==> src/rtl/sa_ws_pkg.sv <==
// Shared types and defaults for the weight-stationary systolic array drain path.
package sa_ws_pkg;

   localparam int DEF_SA_COL     = 3;
   localparam int DEF_PSUM_WIDTH = 19;

   // One output vector of the array, column 0 in the low lane.
   typedef logic [DEF_SA_COL-1:0][DEF_PSUM_WIDTH-1:0] psum_vec_t;

   // One buffered entry: aligned vector plus its end-of-frame marker.
   typedef struct packed {
      psum_vec_t data;
      logic      last;
   } psum_entry_t;

   // Counter width helper that never collapses to zero bits.
   function automatic int clog2_min1(input int n);
      return (n > 1) ? $clog2(n) : 1;
   endfunction

endpackage

==> src/rtl/sa_psum_fifo.sv <==
// Small show-ahead FIFO for aligned psum vectors; reports drops instead of stalling.
module sa_psum_fifo
   import sa_ws_pkg::*;
#(
   parameter type T     = psum_entry_t,
   parameter int  DEPTH = 4
) (
   input  logic                     clk,
   input  logic                     nrst,
   input  logic                     i_clr,
   input  logic                     i_push,
   input  T                         i_data,
   input  logic                     i_pop,
   output T                         o_head,
   output logic                     o_valid,
   output logic                     o_drop,
   output logic [$clog2(DEPTH):0]   o_count
);

   localparam int AW = $clog2(DEPTH);
   localparam int CW = AW + 1;

   logic [AW-1:0] r_wr_ptr;
   logic [AW-1:0] r_rd_ptr;
   logic [CW-1:0] r_count;
   T              r_mem [DEPTH];

   logic w_empty;
   logic w_full;
   logic w_pop;
   logic w_push;

   assign w_empty = (r_count == '0);
   assign w_full  = (r_count == CW'(DEPTH));
   // A pop frees a slot in the same cycle, so a write into a full FIFO still lands.
   assign w_pop   = i_pop & ~w_empty;
   assign w_push  = i_push & (~w_full | w_pop);
   assign o_drop  = i_push & w_full & ~w_pop;

   // Pointer and occupancy state; clear wins over any push or pop.
   always_ff @(posedge clk or negedge nrst) begin
      if (!nrst) begin
         r_wr_ptr <= '0;
         r_rd_ptr <= '0;
         r_count  <= '0;
      end else if (i_clr) begin
         r_wr_ptr <= '0;
         r_rd_ptr <= '0;
         r_count  <= '0;
      end else begin
         if (w_push) r_wr_ptr <= r_wr_ptr + AW'(1);
         if (w_pop)  r_rd_ptr <= r_rd_ptr + AW'(1);
         r_count <= r_count + CW'(w_push) - CW'(w_pop);
      end
   end

   // Storage array; contents need no reset because the count masks stale entries.
   always_ff @(posedge clk) begin
      if (w_push && !i_clr) r_mem[r_wr_ptr] <= i_data;
   end

   assign o_valid = ~w_empty;
   assign o_head  = w_empty ? '0 : r_mem[r_rd_ptr];
   assign o_count = r_count;

endmodule

==> src/rtl/sa_ws_psum_collector.sv <==
// De-skews bottom-row psums of the systolic array, buffers aligned vectors, tags frame ends.
module sa_ws_psum_collector
   import sa_ws_pkg::*;
#(
   parameter int SA_COL        = DEF_SA_COL,
   parameter int PSUM_WIDTH    = DEF_PSUM_WIDTH,
   parameter int VECTOR_LENGTH = 8,
   parameter int FIFO_DEPTH    = 4
) (
   input  logic                                  clk,
   input  logic                                  nrst,
   input  logic                                  clr_i,
   input  logic                                  psum_valid_i,
   input  logic [SA_COL-1:0][PSUM_WIDTH-1:0]     psum_i,
   output logic                                  out_valid_o,
   input  logic                                  out_ready_i,
   output logic [SA_COL-1:0][PSUM_WIDTH-1:0]     out_data_o,
   output logic                                  out_last_o,
   output logic                                  overflow_o,
   output logic [$clog2(FIFO_DEPTH):0]           fifo_count_o
);

   localparam int FC_W = clog2_min1(VECTOR_LENGTH);

   typedef logic [SA_COL-1:0][PSUM_WIDTH-1:0] vec_t;
   typedef struct packed {
      vec_t data;
      logic last;
   } entry_t;

   vec_t            w_aligned;
   logic            w_wr_en;
   logic            w_last;
   logic            w_drop;
   entry_t          w_wr_entry;
   entry_t          w_head;
   logic [FC_W-1:0] r_frame_cnt;
   logic            r_overflow;

   // Column c lags column 0 by c cycles, so it is delayed by SA_COL-1-c stages.
   genvar gi;
   generate
      for (gi = 0; gi < SA_COL; gi++) begin : g_col
         localparam int DLY = SA_COL - 1 - gi;
         if (DLY == 0) begin : g_live
            assign w_aligned[gi] = psum_i[gi];
         end else begin : g_dly
            logic [DLY-1:0][PSUM_WIDTH-1:0] r_dly;
            // Free-running shift; only the valid pipe decides what gets written.
            always_ff @(posedge clk or negedge nrst) begin
               if (!nrst) begin
                  r_dly <= '0;
               end else if (clr_i) begin
                  r_dly <= '0;
               end else begin
                  r_dly[0] <= psum_i[gi];
                  for (int i = 1; i < DLY; i++) r_dly[i] <= r_dly[i-1];
               end
            end
            assign w_aligned[gi] = r_dly[DLY-1];
         end
      end

      if (SA_COL > 1) begin : g_vpipe
         logic [SA_COL-2:0] r_vld;
         // Valid travels with column 0, arriving when the last column is live.
         always_ff @(posedge clk or negedge nrst) begin
            if (!nrst) begin
               r_vld <= '0;
            end else if (clr_i) begin
               r_vld <= '0;
            end else begin
               r_vld[0] <= psum_valid_i;
               for (int i = 1; i < SA_COL - 1; i++) r_vld[i] <= r_vld[i-1];
            end
         end
         assign w_wr_en = r_vld[SA_COL-2];
      end else begin : g_vlive
         assign w_wr_en = psum_valid_i;
      end
   endgenerate

   assign w_last = (r_frame_cnt == FC_W'(VECTOR_LENGTH - 1));

   // Frame position advances on every aligned vector, dropped or not, to stay locked to the array.
   always_ff @(posedge clk or negedge nrst) begin
      if (!nrst) begin
         r_frame_cnt <= '0;
      end else if (clr_i) begin
         r_frame_cnt <= '0;
      end else if (w_wr_en) begin
         r_frame_cnt <= w_last ? '0 : r_frame_cnt + FC_W'(1);
      end
   end

   // Sticky drop flag so downstream can discard the damaged frame.
   always_ff @(posedge clk or negedge nrst) begin
      if (!nrst) begin
         r_overflow <= 1'b0;
      end else if (clr_i) begin
         r_overflow <= 1'b0;
      end else if (w_drop) begin
         r_overflow <= 1'b1;
      end
   end

   assign w_wr_entry.data = w_aligned;
   assign w_wr_entry.last = w_last;

   sa_psum_fifo #(
      .T     (entry_t),
      .DEPTH (FIFO_DEPTH)
   ) u_fifo (
      .clk     (clk),
      .nrst    (nrst),
      .i_clr   (clr_i),
      .i_push  (w_wr_en),
      .i_data  (w_wr_entry),
      .i_pop   (out_ready_i),
      .o_head  (w_head),
      .o_valid (out_valid_o),
      .o_drop  (w_drop),
      .o_count (fifo_count_o)
   );

   assign out_data_o = w_head.data;
   assign out_last_o = w_head.last;
   assign overflow_o = r_overflow;

endmodule

==> config.mk <==
export PLATFORM = sky130hd
export DESIGN_NAME = sa_ws_psum_collector
export DESIGN_NICKNAME = d
export VERILOG_FILES = /design/src/rtl/sa_ws_pkg.sv /design/src/rtl/sa_psum_fifo.sv /design/src/rtl/sa_ws_psum_collector.sv
export SDC_FILE = /design/constraint.sdc
export NUM_CORES = 1
export LEC_CHECK = 0
export CAP_MARGIN = 20
export CORE_MARGIN = 2
export CORE_UTILIZATION = 30
export CTS_CLUSTER_SIZE = 16
export DETAILED_ROUTE_END_ITERATION = 7
export PLACE_DENSITY = 0.46
export SLEW_MARGIN = 20
export SYNTH_ARGS = -nofsm -noshare
export SYNTH_HDL_FRONTEND = slang
export SYNTH_HIERARCHICAL = 1
export SYNTH_SLANG_ARGS = --single-unit
==> constraint.sdc <==
create_clock -name clk -period 9.25 [get_ports clk]
set_input_delay 2.3125 -clock clk [delete_from_list [all_inputs] [get_ports clk]]
set_output_delay 2.3125 -clock clk [all_outputs]
set_load 0.05 [all_outputs]
### Word level (Yosys, flattened, before mapping)

Memories as Yosys holds them, arrays and structs flattened.
Cells that the tools add are included.

* $add $sub $neg: 5
* equal/unequal tests: 2
* muxes and demuxes: 16
* bitwise gates (word level): 8
* reduce and logical (&&, ||, !) cells: 7

Operators by type and width (number)
* $mux W58: 1
* $mux W38: 1
* $mux W19: 1
* $mux W3: 4
* $mux W2: 5
* $reduce_bool A2 Y1: 4
* $eq A3 B3 Y1 const B: 2
* $add A2 B1 Y2 const B: 2
* $and A1 B1 Y1: 4
* $mux W1: 4
* $add A3 B1 Y3: 1
* $add A3 B1 Y3 const B: 1
* $logic_not A3 Y1: 1
* $not A1 Y1: 3
* $sub A3 B1 Y3: 1
* $logic_and A1 B1 Y1: 1
* $logic_not A1 Y1: 1
* $or A1 B1 Y1: 1

* register bits: 70
* bits in writable memories: 232
* word-level logic and storage cells: 48
* memories: 1

Memory list
* u_fifo.r_mem: words 4, width 58, read ports 1, clocked after Yosys merged registers in 0, write ports 1, RTL line sa_psum_fifo.sv:26 `T r_mem [DEPTH];`

### Longest topological paths before layout

Gate-level depths: netlist of run 1.

* word-level depth: 8
* mapped depth: 11
* gate-level depth less buffers: 11

### Modules after synthesis

The synthesis of run 1 kept the hierarchy.

By module, submodules not included
* sa_psum_fifo: times used 1, cells each 417, area an instance 9250.1 µm²
* sa_ws_psum_collector: times used 1, cells each 139, area an instance 2059.5 µm²

### Worst setup path after synthesis of run 1

Ideal clock, no wire load.

* path kind: input port to flip-flop
* from: input port out_ready_i
* to: memory u_fifo/r_mem[0][0] (netlist bit), enable pin
* library setup time: 0.557 ns
* arrival time: 7.009 ns
* data required time: 8.693 ns
* path slack: 1.684 ns
* stages: 4
* path buffers: 0
* path through: nor4b_1 nor2b_1 inv_1 nor3b_1

* longest elaborated chain between the ends: 6

RTL lines
* start, declared: RTL line sa_ws_psum_collector.sv:16 `input logic out_ready_i,`
* $and A1 B1 Y1: RTL line sa_psum_fifo.sv:36 `assign w_pop = i_pop & ~w_empty;`
* $or A1 B1 Y1: RTL line sa_psum_fifo.sv:37 `assign w_push = i_push & (~w_full | w_pop);`
* $and A1 B1 Y1: RTL line sa_psum_fifo.sv:37
* $logic_and A1 B1 Y1: RTL line sa_psum_fifo.sv:59 `if (w_push && !i_clr) r_mem[r_wr_ptr] <= i_data;`
* $mux W1: RTL line sa_psum_fifo.sv:59
* $mux W1 (implied by the code): RTL line sa_psum_fifo.sv:59
* end, declared: RTL line sa_psum_fifo.sv:26

Every way passes these cells.

==> impl_summary.log, run 1 <==
[metrics] clock share of power: 32.3%
[metrics] type of element capturing the critical path: output pin
[metrics] Comb power frac: 29.3%
[metrics] number of synthesized register bits: 302
[metrics] R2R setup slack: 6.48 ns
[metrics] startpoint of the worst register-to-register path: u_fifo/o_count[1]
[metrics] Post-Syn Nets: 627
[metrics] minimum clock period: 5.838 ns
[metrics] combined global-route utilization of all metal layers: 12.40%
[metrics] number of buffers added to fix hold violations after cts: 0
[metrics] worst setup slack before clock tree synthesis: 3.797 ns
[metrics] f_max: 0.1713 GHz
[metrics] Post-Route WL: 23320 µm
[metrics] ratio of routed vias to standard cells: 4.338
[metrics] Ys Warns: 6
[metrics] floorplan row count: 71
[metrics] sequential share of power: 38.4%
[metrics] setup repair after global routing missed its margin: no
[metrics] grt ovf: 0
[metrics] number of nets still failing antenna checks after routing: 0
[metrics] largest net degree at the start of global routing: 61
[metrics] number of global-route vias before repair: 6151
[metrics] Routed WL per cell: 18.81 µm
[metrics] Post-Syn Instances: 556
[metrics] TritonCTS sink count: 302
[metrics] Static Leakage: 4.858 nW
[metrics] first-pass GRT wire length: 36470 µm
[metrics] worst setup margin: 3.412 ns
[metrics] Synth top area share: 61.60%
[metrics] share of the clock period used by the worst path after layout: 63.11%
[metrics] Net count, final: 774
[metrics] largest fanout on the critical path: 32
[metrics] total power consumption of the routed design: 4.090 mW
[metrics] worst slew margin relative to its limit: 34.09%
[metrics] H-tree depth: 2
[metrics] clock tree from TritonCTS: done
[metrics] number of antenna cells inserted: 0
[metrics] root cell of the clock tree: sky130_fd_sc_hd__clkbuf_16
[metrics] Setup crit end: out_data_o[17]
[metrics] overall die area: 39270 µm²
[metrics] number of post-CTS setup repair buffers: 0
[metrics] netlist area before placement: 11310 µm²
[metrics] drt first pass iters: 4
[metrics] x dimension of the die: 198.2 µm
[metrics] Critical Path Start Type: flip-flop
[metrics] post-synthesis cell type with the largest combined area: sky130_fd_sc_hd__edfxtp_1
[metrics] worst voltage drop across the vdd grid: 0.0001839 V
[metrics] outcome: completed
[metrics] clock slew at reported path FFs: 0.06 ns
[metrics] Port Buf Inserts: 124
[metrics] source-to-sink clock delay at the later pin of the worst-skew pair: 0.50 ns
[metrics] net switching component of the power: 1.327 mW
[metrics] count of unique library cells instantiated by Yosys: 28
[metrics] setup TNS: 0 ns
[metrics] DIE HEIGHT: 198.2 µm
[metrics] detailed router's first-iteration violation count: 194
[metrics] sequential cell area fraction in the yosys report: 77.09%
[metrics] launching element of the worst setup path: u_fifo/r_rd_ptr[0]
[metrics] cell-internal power: 2.763 mW
[metrics] total power density per cell area: 286.6 nW/µm²
[metrics] number of top-level pins: 125
[metrics] average size of a mapped cell: 20.34 µm²
[metrics] count of filler cells inserted in the layout: 3428
[metrics] cell types with the largest area share after synthesis: sky130_fd_sc_hd__edfxtp_1, sky130_fd_sc_hd__dfrtp_1, sky130_fd_sc_hd__mux4_2, sky130_fd_sc_hd__nor2b_1, sky130_fd_sc_hd__ha_1
[metrics] initial core utilization: 30.24%
[metrics] fin. max-slew vios: 0
[metrics] count of instances resized after the clock tree is built: 0
[metrics] core region area: 37400 µm²
[metrics] GPL Wtd Cong: 0.6542
[metrics] Reg2Reg Depth: 11
[metrics] most frequent cells in the layout: sky130_fd_sc_hd__edfxtp_1, sky130_fd_sc_hd__clkdlybuf4s50_1, sky130_fd_sc_hd__nor2b_1
[metrics] endpoint arrival time on the critical path: 3.53 ns
[metrics] maximum count of clock buffers along a single path: 3
[metrics] r2r endpoint: u_fifo/o_count[2]
[metrics] total via count after detailed routing: 5379
[metrics] HP Class: flip-flop to flip-flop
[metrics] switching share of power: 32.45%
[metrics] Residual DRC: 0
[metrics] start-to-end type of the worst setup path: flip-flop to output pin
[metrics] number of antenna violations at the first check in global routing: 0
[metrics] required time worst endpoint: 6.94 ns
[metrics] number of violations of the max-capacitance limit: 0
[metrics] number of clock buffers inserted by TritonCTS: 35
[metrics] worst clock skew: 0.01513 ns
[metrics] fraction of final layout cells with drive strength greater than 1: 18.24%
[metrics] layout-stage area growth over the synthesis result: 26.20%
[metrics] final setup fails: 0
[metrics] final count of hold timing violations: 0
[metrics] Final HPWL DP: 13340 µm
[metrics] most common cell after layout, fill and taps aside: sky130_fd_sc_hd__edfxtp_1
[metrics] actual slew at the worst max-slew pin: 0.9887 ns
power by group through the flow:
| stage | Sequential (mW) | Clock, mW | Combinational [mW] |
|---|---|---|---|
| global placement | 1.60 | 0 | 1.22 |
| CTS | 1.58 | 1.37 | 1.23 |
| detailed placement | 1.60 | 0 | 1.22 |
| floorplan | 1.55 | 0 | 0.877 |
| global route | 1.58 | 1.42 | 1.27 |
| finish | 1.57 | 1.32 | 1.20 |
cells by family (layout without fill, tap and decap cells):
logic type,after synthesis,in the layout,synth area share (%)
buffers and inverters,34,207,1.693
multiplexers,62,62,11.92
XOR/XNOR,2,2,0.1549
flip-flops,302,302,77.09
AND/OR/NAND/NOR,143,143,7.855
adder cells (fa/ha/maj),9,9,1.062
AO/OA/AOI/OAI,4,4,0.2323
worst max-delay path: stages, from the launching register on:
cell                              delay (ns)
sky130_fd_sc_hd__dfrtp_4                0.84
sky130_fd_sc_hd__buf_4                  0.67
sky130_fd_sc_hd__mux4_2                 0.59
sky130_fd_sc_hd__nor2b_1                0.16
sky130_fd_sc_hd__clkdlybuf4s50_1        0.72
state kept, by name, indices dropped and copies added (netlist names):
name               flops
u_fifo/r_rd_ptr        2
g_col.g_dly.r_dly     57
r_frame_cnt            3
u_fifo/r_mem         232
overflow_o             1
u_fifo/o_count         3
u_fifo/r_wr_ptr        2
g_vpipe.r_vld          2
cell usage after synthesis:
cell	n
sky130_fd_sc_hd__edfxtp_1	232
sky130_fd_sc_hd__nor2b_1	119
sky130_fd_sc_hd__dfrtp_1	70
sky130_fd_sc_hd__mux4_2	58
sky130_fd_sc_hd__buf_2	12
sky130_fd_sc_hd__nor2_1	9
sky130_fd_sc_hd__clkbuf_1	8
sky130_fd_sc_hd__ha_1	8
sky130_fd_sc_hd__inv_1	7
sky130_fd_sc_hd__buf_6	6
sky130_fd_sc_hd__nor3b_1	4
sky130_fd_sc_hd__mux2i_1	3
sky130_fd_sc_hd__nand2b_1	3
sky130_fd_sc_hd__and2_1	2
sky130_fd_sc_hd__xor2_1	2
sky130_fd_sc_hd__a21oi_1	1
sky130_fd_sc_hd__a21oi_2	1
sky130_fd_sc_hd__buf_4	1
sky130_fd_sc_hd__fa_1	1
sky130_fd_sc_hd__mux2_2	1
sky130_fd_sc_hd__nand2_1	1
sky130_fd_sc_hd__nor3_1	1
sky130_fd_sc_hd__nor3_4	1
sky130_fd_sc_hd__nor4b_1	1
sky130_fd_sc_hd__o21ai_0	1
sky130_fd_sc_hd__o31ai_1	1
sky130_fd_sc_hd__or3_1	1
sky130_fd_sc_hd__or3b_1	1
metal layers:
layer  vias to the layer above  part of all wire (%)  global-route usage (%)
met4                         0                   2.3                   3.704
met1                      2822                    42                   15.35
met5                         -                     0                       0
met3                        37                   4.0                   2.402
li1                       2404                     -                       -
met2                       116                    51                   21.95
worst min path at each step:
stage | from | to | cells past startpoint
floorplan | g_col[0].g_dly.r_dly[0] | g_col[0].g_dly.r_dly[19] | 1
global placement | g_col[0].g_dly.r_dly[11] | g_col[0].g_dly.r_dly[30] | 1
detailed placement | g_col[0].g_dly.r_dly[4] | g_col[0].g_dly.r_dly[23] | 1
CTS | g_col[0].g_dly.r_dly[4] | g_col[0].g_dly.r_dly[23] | 1
global route | g_col[0].g_dly.r_dly[3] | g_col[0].g_dly.r_dly[22] | 1
finish | g_col[0].g_dly.r_dly[1] | g_col[0].g_dly.r_dly[20] | 1
layout make-up:
type	count	area (µm²)	share of cell area [%]
clock buffers	48	985.9	6.908
flip-flops and latches	302	8726	61.14
clock inverters	15	141.4	0.9906
well taps	511	639.4	4.480
multi-input cells	220	2420	16.95
repair buffers	137	1334	9.345
inverters	7	26.28	0.1841
stage by stage:
stage	hold slack (ns)	std cells	utilization, %	cell area [µm²]
2_1_floorplan	0.4385	556	-	11310
3_5_place_dp	0.4514	1177	35.15	13150
3_3_place_gp	0.4440	1177	35.15	13150
5_1_grt	0.4810	1240	38.16	14270
4_1_cts	0.4646	1240	38.16	14270
6_report	0.4590	1240	38.16	14270
(Power assumes the default switching activity.)
==> run 2: changes to the inputs <==
Clock period 9.25 ns to 5.6 ns, I/O delays scaled along.
==> run 2 against run 1 <==
Against the previous run:
- global-route usage grew 0.20 points
- via count increased by 0.59%
- sequential power increased by 65%
- non-clock buffer count is the same
- largest power group unchanged
- worst hold slack barely moved
- sequential share of layout area down 0.24 points
- setup slack worse by 2.4 ns
- register-to-register slack got worse by 3.7 ns
- combinational power increased by 66%
==> impl_summary.log, run 2 (synthesized netlist as in run 1, its figures left out) <==
[metrics] initial core utilization: 30.24%
[metrics] floorplan row count: 71
[metrics] minimum clock period: 4.590 ns
[metrics] worst slew margin relative to its limit: 33.34%
[metrics] Critical Path Start Type: flip-flop
[metrics] grt ovf: 0
[metrics] number of antenna cells inserted: 0
[metrics] fin. max-slew vios: 0
[metrics] start-to-end type of the worst setup path: flip-flop to output pin
[metrics] Final HPWL DP: 13490 µm
[metrics] number of buffers added to fix hold violations after cts: 0
[metrics] TritonCTS sink count: 302
[metrics] first-pass GRT wire length: 36660 µm
[metrics] total power density per cell area: 479.4 nW/µm²
[metrics] Post-Route WL: 24100 µm
[metrics] clock tree from TritonCTS: done
[metrics] flip-flop count of the largest register after layout: 232
[metrics] post-detailed-placement cell area: 13160 µm²
[metrics] core region area: 37400 µm²
[metrics] source-to-sink clock delay at the later pin of the worst-skew pair: 0.50 ns
[metrics] number of nets still failing antenna checks after routing: 0
[metrics] actual slew at the worst max-slew pin: 1.000 ns
[metrics] H-tree depth: 2
[metrics] CP top delay family: buffers and inverters
[metrics] clock slew at reported path FFs: 0.06 ns
[metrics] biggest regs: u_fifo/r_mem: 232 flops, g_col.g_dly.r_dly: 57 flops
[metrics] worst path cell trace: buf_12 -> mux4_2 -> nor2b_1 -> clkdlybuf4s50_1
[metrics] slowest stage cell, crit path: sky130_fd_sc_hd__dfrtp_4
[metrics] overall die area: 39270 µm²
[metrics] number of clock buffers inserted by TritonCTS: 34
[metrics] root cell of the clock tree: sky130_fd_sc_hd__clkbuf_16
[metrics] Net count, final: 773
[metrics] count of filler cells inserted in the layout: 3430
[metrics] maximum count of clock buffers along a single path: 3
[metrics] required time worst endpoint: 4.20 ns
[metrics] number of antenna violations at the first check in global routing: 0
[metrics] Routed WL per cell: 19.45 µm
[metrics] Port Buf Inserts: 124
[metrics] number of violations of the max-capacitance limit: 0
[metrics] peak per-stage delay on the critical path: 0.84 ns
[metrics] f_max: 0.2178 GHz
[metrics] buffer and inverter count on the worst path: 2
[metrics] largest net degree at the start of global routing: 61
[metrics] drt first pass iters: 4
[metrics] number of post-CTS setup repair buffers: 0
[metrics] ratio of routed vias to standard cells: 4.367
[metrics] count of instances resized after the clock tree is built: 0
[metrics] number of global-route vias before repair: 6082
[metrics] WHS: 0.4589 ns
[metrics] register name with the most flops: u_fifo/r_mem
[metrics] x dimension of the die: 198.2 µm
[metrics] type of element capturing the critical path: output pin
[metrics] worst clock skew: 0.01565 ns
[metrics] worst voltage drop across the vdd grid: 0.0002508 V
[metrics] Sequential cell area: 8726 µm²
[metrics] GPL Wtd Cong: 0.6609
[metrics] final instance area: 14330 µm²
[metrics] Final Util: 38.31%
[metrics] Residual DRC: 0
[metrics] DIE HEIGHT: 198.2 µm
[metrics] total via count after detailed routing: 5411
[metrics] number of top-level pins: 125
[metrics] most common cell after layout, fill and taps aside: sky130_fd_sc_hd__edfxtp_1
[metrics] detailed router's first-iteration violation count: 227
[metrics] endpoint arrival time on the critical path: 3.19 ns
[metrics] final setup fails: 0
[metrics] fraction of final layout cells with drive strength greater than 1: 18.13%
[metrics] layout-stage area growth over the synthesis result: 26.70%
[metrics] worst setup slack before clock tree synthesis: 1.431 ns
[metrics] setup repair after global routing missed its margin: no
[metrics] Static Leakage: 4.886 nW
[metrics] outcome: completed
[metrics] combined global-route utilization of all metal layers: 12.60%
[metrics] multi-input combinational cell area: 2420 µm²
[metrics] setup TNS: 0 ns
[metrics] final count of hold timing violations: 0
[metrics] most frequent cells in the layout: sky130_fd_sc_hd__edfxtp_1, sky130_fd_sc_hd__clkdlybuf4s50_1, sky130_fd_sc_hd__nor2b_1
[metrics] largest fanout on the critical path: 32
[metrics] share of the clock period used by the worst path after layout: 81.97%
[metrics] HP Class: flip-flop to flip-flop
[metrics] worst setup margin: 1.010 ns
run 2: cell count changes in the layout (fill, tap and decap cells not counted):
cell,delta
sky130_fd_sc_hd__clkinv_1,-1
sky130_fd_sc_hd__clkinv_8,-1
sky130_fd_sc_hd__clkbuf_1,+1
sky130_fd_sc_hd__buf_4,-1
sky130_fd_sc_hd__inv_6,-2
sky130_fd_sc_hd__clkinvlp_4,-1
sky130_fd_sc_hd__buf_12,+1
sky130_fd_sc_hd__clkbuf_16,+1
sky130_fd_sc_hd__bufinv_16,+2
run 2: path summary, 6_finish.rpt:
path                                          from                  endpoint  slack [ns]  cells past startpoint
min in group asynchronous                     nrst  g_col[0].g_dly.r_dly[29]        0.92                      1
max reg2reg                      u_fifo/o_count[1]         u_fifo/o_count[2]        2.82                     11
min                        g_col[0].g_dly.r_dly[8]  g_col[0].g_dly.r_dly[27]        0.46                      1
max                             u_fifo/r_rd_ptr[0]             out_data_o[7]        1.01                      4
max in group asynchronous                     nrst        u_fifo/r_rd_ptr[1]        3.79                      2
min reg2reg                g_col[0].g_dly.r_dly[8]  g_col[0].g_dly.r_dly[27]        0.46                      1
run 2: layout make-up:
class	instances	area share, %
inverter	7	0.1834
clock buffer	50	7.082
tap	511	4.462
timing repair buffer	137	9.396
clock inverter	12	1.092
sequential	302	60.90
multi-input combinational	220	16.89
run 2: layer usage:
layer	wire length, µm	track usage [%]	vias up
li1	-	-	2401
met1	10440	15.79	2870
met2	12290	22.16	106
met3	890	2.248	34
met4	479	3.899	0
met5	0	0	-
run 2: report_power, final:
part	leakage [nW]	switching, mW	internal, mW	total, mW
registers	3.03	0.130	2.46	2.59
clock network	0.576	0.842	1.44	2.28
logic	1.28	1.22	0.778	1.99
total	4.89	2.19	4.68	6.87
run 2: metrics by stage:
step	cells	power [mW]
2_1_floorplan	556	4.010
3_3_place_gp	1177	4.676
3_5_place_dp	1177	4.680
4_1_cts	1239	6.997
5_1_grt	1239	7.160
6_report	1239	6.869
